## config.mk

```make
export PLATFORM = sky130hd
export DESIGN_NAME = labyrinth_ram_arbiter
export DESIGN_NICKNAME = d
export VERILOG_FILES = /design/src/rtl/labyrinth_ram_arbiter_pkg.sv /design/src/rtl/arb_starve_counter.sv /design/src/rtl/labyrinth_ram_arbiter.sv
export SDC_FILE = /design/constraint.sdc
export NUM_CORES = 1
export LEC_CHECK = 0
export CAP_MARGIN = 20
export CORE_ASPECT_RATIO = 0.6
export CORE_MARGIN = 4
export CORE_UTILIZATION = 41
export CTS_CLUSTER_SIZE = 40
export DETAILED_ROUTE_END_ITERATION = 12
export GPL_TIMING_DRIVEN = 0
export PLACE_DENSITY = 0.75
export SLEW_MARGIN = 0
export SYNTH_ARGS = -nofsm -noshare
export SYNTH_HDL_FRONTEND = slang
export SYNTH_HIERARCHICAL = 1
export SYNTH_SLANG_ARGS = --single-unit
```

## constraint.sdc

```tcl
create_clock -name clk_50MHz_i -period 3.5 [get_ports clk_50MHz_i]
set_clock_uncertainty 0.2 [all_clocks]
set_input_delay 1.05 -clock clk_50MHz_i [delete_from_list [all_inputs] [get_ports clk_50MHz_i]]
set_output_delay 1.05 -clock clk_50MHz_i [all_outputs]
set_load 0.05 [all_outputs]
```

## src/rtl/labyrinth_ram_arbiter_pkg.sv

```systemverilog
// Shared widths and arbiter state encoding, also used by game_control and vga_control.
package labyrinth_ram_arbiter_pkg;

  localparam int ADDR_W = 13;  // {room[4:0], row[1:0], col[5:0]}
  localparam int CHAR_W = 8;

  typedef enum logic [1:0] {
    ST_IDLE  = 2'd0,
    ST_ISSUE = 2'd1,
    ST_WAIT  = 2'd2,
    ST_ACK   = 2'd3
  } arb_state_e;

endpackage

```

## src/rtl/arb_starve_counter.sv

```systemverilog
// Saturating up-counter with synchronous clear; flags when the starvation limit is reached.
module arb_starve_counter #(
  parameter int CW    = 7,
  parameter int LIMIT = 64
) (
  input  logic clk,
  input  logic rst_n,
  input  logic clr,
  input  logic inc,
  output logic terminal
);

  localparam logic [CW-1:0] LIMIT_V = CW'(LIMIT);
  localparam logic [CW-1:0] MAX_V   = '1;

  logic [CW-1:0] count;

  // NOTE: sequential state is written with <= only, so every flop samples pre-edge values.
  always_ff @(posedge clk) begin
    if (!rst_n)                       count <= '0;
    else if (clr)                     count <= '0;
    else if (inc && (count != MAX_V)) count <= count + CW'(1);
  end

  assign terminal = (count == LIMIT_V);

endmodule

```

## src/rtl/labyrinth_ram_arbiter.sv

```systemverilog
// Shares the labyrinth_ram read port: VGA fetch has priority, game lookups fill idle
// cycles, and a starvation counter forces a lookup in during long active-video runs.
module labyrinth_ram_arbiter
  import labyrinth_ram_arbiter_pkg::*;
#(
  parameter int AW           = ADDR_W,
  parameter int DW           = CHAR_W,
  parameter int STARVE_LIMIT = 64,
  parameter int CW           = 7
) (
  input  logic          clk_50MHz_i,
  input  logic          rst_async_la_i,
  input  logic          vga_active_i,
  input  logic [AW-1:0] vga_addr_i,
  output logic [DW-1:0] vga_data_o,
  output logic          vga_stolen_o,
  input  logic          ctl_req_i,
  input  logic [AW-1:0] ctl_addr_i,
  output logic [DW-1:0] ctl_data_o,
  output logic          ctl_ack_o,
  output logic [AW-1:0] ram_addr_o,
  input  logic [DW-1:0] ram_data_i
);

  arb_state_e    state, state_nxt;
  logic [AW-1:0] addr_q;
  logic          starve_hit;
  logic          grant;
  logic          starve_inc;

  // Gated by reset so the VGA keeps the port even if the FSM is undefined before reset.
  assign grant      = rst_async_la_i && (state == ST_ISSUE) && (!vga_active_i || starve_hit);
  assign starve_inc = rst_async_la_i && (state == ST_ISSUE) && !grant;

  arb_starve_counter #(
    .CW    (CW),
    .LIMIT (STARVE_LIMIT)
  ) u_starve (
    .clk      (clk_50MHz_i),
    .rst_n    (rst_async_la_i),
    .clr      (grant),
    .inc      (starve_inc),
    .terminal (starve_hit)
  );

  always_ff @(posedge clk_50MHz_i) begin
    if (!rst_async_la_i) state <= ST_IDLE;
    else                 state <= state_nxt;
  end

  // NOTE: default assigned first so no path through this block can infer a latch.
  always_comb begin
    state_nxt = state;
    unique case (state)
      ST_IDLE:  if (ctl_req_i) state_nxt = ST_ISSUE;
      ST_ISSUE: if (grant)     state_nxt = ST_WAIT;
      ST_WAIT:                 state_nxt = ST_ACK;
      ST_ACK:                  state_nxt = ST_IDLE;
    endcase
  end

  // NOTE: addr_q is left out of reset; it is only read after IDLE has reloaded it.
  always_ff @(posedge clk_50MHz_i) begin
    if ((state == ST_IDLE) && ctl_req_i) addr_q <= ctl_addr_i;
  end

  always_ff @(posedge clk_50MHz_i) begin
    if (!rst_async_la_i) begin
      ctl_data_o   <= '0;
      vga_stolen_o <= 1'b0;
    end else begin
      vga_stolen_o <= grant && vga_active_i;
      if (state == ST_WAIT) ctl_data_o <= ram_data_i;
    end
  end

  assign ctl_ack_o  = (state == ST_ACK);
  assign ram_addr_o = grant ? addr_q : vga_addr_i;
  assign vga_data_o = ram_data_i;

endmodule

```

==> impl_metrics.json, run 1 <==
{
  "status": "finished with violations",
  "violations": "negative setup slack",
  "fin_crit_ns": 3.71,
  "async_flop_share_pct": 0,
  "core_sq_um": 3420,
  "synth.distinct_cells": 33,
  "grt_pass1_vias": 1237,
  "multi_input_area_sq_um": 698,
  "ys_seq_area_share_pct": 49.1,
  "setup_violations": 13,
  "port-buffer-count": 68,
  "whs_ns": 0.312,
  "synth_warnings": 6,
  "first_pass_iters": 4,
  "setup_slack_ns": -0.212,
  "die_x_microns": 86.9,
  "fmax_mhz": 269,
  "via_count": 1247,
  "peakVddDrop_uv": 313,
  "fin_total_pwr_mw": 1.32,
  "cts_sinks": 31,
  "pin_count": 69,
  "cts_tree": "yes",
  "drt-vias-per-instance": 4.87,
  "rows": 16,
  "cp.arrival_ns": 2.46,
  "grt_pass1_wl_microns": 6090,
  "register_area_sq_um": 753,
  "critPathRequiredTime_ns": 2.25,
  "hp-class": "register to register",
  "grt-ovfl-total": 0,
  "fin_crit_sh_pct": 106,
  "maxCapViolations": 0,
  "r2r_slack_ns": 1.03,
  "syn_area_sq_um": 1530,
  "drt_iter0_markers": 28,
  "postSynthAreaPerCell_sq_um": 12.2,
  "grt_antenna_before_repair": 0,
  "hold_viol": 0,
  "endpoint_kind": "output port",
  "grt_max_degree": 14,
  "synth-seq-cells": 31,
  "syn-num-nets": 169,
  "postCtsHoldBufs": 0,
  "synthFlopType": "dfxtp_1",
  "crit_path_start_kind": "register",
  "cts_max_level": 2,
  "finalSetupTns_ns": -2.14,
  "worstPathMaxFanout": 6,
  "drtAntennaViolNets": 0,
  "totalWireLength_microns": 3880,
  "min_to": "u_starve/count[4]",
  "maxSlewViolCount": 0,
  "place.gp.congestion": 0.781,
  "r2r_start": "u_starve/count[0]",
  "die_area_sq_um": 4810,
  "post-route-drc-count": 0,
  "whs_path_depth": 1,
  "p_per_area_nw_per_um2": 522,
  "synthCells": 125,
  "drive_gt1_share_pct": 31.3,
  "root_buffer": "clkbuf_8",
  "p_leak_nw": 1.02,
  "reg2reg_to": "u_starve/count[3]",
  "crit_type": "register to output port",
  "nFillCells": 227,
  "worst_pin_slew_ns": 0.561,
  "wl_per_cell_microns": 15.2,
  "clk_pin_slew_worst_paths_ns": 0.06,
  "diodes": 0,
  "area_delta_synth_final_pct": 65.7,
  "synth_edf_count": 13,
  "grt_setup_unrepaired": "true",
  "relSlewSlack_pct": 62.6,
  "nNetsFinal": 254,
  "start_util_pct": 44.7,
  "r2r_cells": 12,
  "cts_buffers": 5,
  "worstHoldStart": "u_starve/count[4]",
  "clockBufferDepth": 2,
  "die_height_microns": 55.3,
  "clk_latency_ns": 0.28,
  "post-dp-hpwl_microns": 2750,
  "grt_use_total_pct": 16.3
}
logic make-up after synthesis:
kind of cell	count (synthesis)	share of synthesized area (%)
fa+ha+maj	6	4.91
flops	31	49.1
simple gates	33	13.9
buf+inv	18	7.52
mux	24	18.7
compound gates	13	5.89
area by class of cell:
class                      count  area share (%)
buffer                        12            3.65
tap                           45            2.22
clock buffer                   5            2.71
multi-input combinational     76            27.5
clock inverter                 3            1.53
inverter                       6           0.888
timing repair buffer          78            31.8
sequential                    31            29.7
stage by stage:
stage               setup WS [ns]  util (%)  instance area, sq um  std cells
CTS                        -0.205      74.2                  2540        255
detailed placement         -0.890      66.2                  2270        238
finish                     -0.212      74.1                  2540        256
global route               -0.295      74.1                  2540        256
floorplan                   0.218         -                  1530        125
global placement           -0.852      66.2                  2270        238
how the worst max path moves through the flow:
stage / start / to / slack (ns) / cells past startpoint
2_1_floorplan: u_starve/count[0] / ram_addr_o[10] / 0.22 / 8
3_3_place_gp: rst_async_la_i / ram_addr_o[7] / -0.85 / 6
3_5_place_dp: rst_async_la_i / ram_addr_o[6] / -0.89 / 6
4_1_cts: u_starve/count[0] / ram_addr_o[7] / -0.20 / 10
5_1_grt: u_starve/count[0] / ram_addr_o[10] / -0.29 / 10
6_report: u_starve/count[0] / ram_addr_o[10] / -0.21 / 10
layer usage:
metal	GRT usage (%)	vias to the layer above	share of wire [%]
met3	6.54	10	9.0
met2	26.6	55	47
li1	-	607	-
met5	0	-	0
met4	6.00	0	1.4
met1	19.3	575	43
registers in the layout, summed over array words and instances, names as in the netlist:
register / cells
state: 2
ctl_data_o: 8
vga_stolen_o: 1
addr_q: 13
u_starve/count: 7
synth_stat cells (2+ instances only):
library cell  count  share of area, %
a21oi_1           2              0.65
buf_4             8               3.9
a31oi_1           4               1.6
edfxtp_1         13                26
dfxtp_1          18                24
inv_1             6               1.5
mux2_2            5               3.7
nand2_1           6               1.5
ha_1              6               4.9
and3b_1           2               1.1
nand3_1           2              0.65
and2_1            3               1.2
nor2b_1          10               4.1
o21ai_0           3              0.98
mux2i_1          11               7.2
o21a_1            2              0.98
mux2_4            8               7.8
power breakdown:
group / switching, mW / internal, mW
clock: 0.128 / 0.208
combinational: 0.287 / 0.233
sequential: 0.0253 / 0.443
worst max-delay path, cell delays in order, from the launching register on:
cell and delay (ns):
dfxtp_2 0.33, inv_2 0.07, ha_4 0.12, or4b_4 0.46, nor3b_4 0.23, inv_2 0.07
a21oi_4 0.20, buf_12 0.14, buf_12 0.11, mux2_4 0.31, buf_8 0.15
layout by cell type (no fill, tap or decap), drive strengths merged, types with 2 or more instances in the layout:
cell,instances
a21oi,3
a31oi,4
and2,3
and3,2
and3b,2
and4,2
buf,34
clkbuf,6
clkdlybuf4s50,45
clkinv,2
dfxtp,18
dlygate4sd2,10
edfxtp,13
ha,6
inv,6
mux2,13
mux2i,11
nand2,7
nand3,2
nor2b,10
nor3b,2
o21a,2
o21ai,3
timing repair:
item | 4_1_cts | 5_1_grt
gates cloned | 1 | 0
buffers inserted | 8 | 2
pin swaps | 3 | 2
resized for setup | 121 | 2
setup endpoints to repair | 21 | 13
No activity file was read; power rests on OpenSTA's default activity.
==> run 2: changes to the inputs <==
--- a/config.mk
+++ b/config.mk
@@ -13,7 +13,7 @@
 export DETAILED_ROUTE_END_ITERATION = 12
 export GPL_TIMING_DRIVEN = 0
 export PLACE_DENSITY = 0.75
-export SLEW_MARGIN = 0
+export SLEW_MARGIN = 5
 export SYNTH_ARGS = -nofsm -noshare
 export SYNTH_HDL_FRONTEND = slang
 export SYNTH_HIERARCHICAL = 1
==> results of run 2 <==
No change in the layout: final DEF, timing and power equal those of run 1.
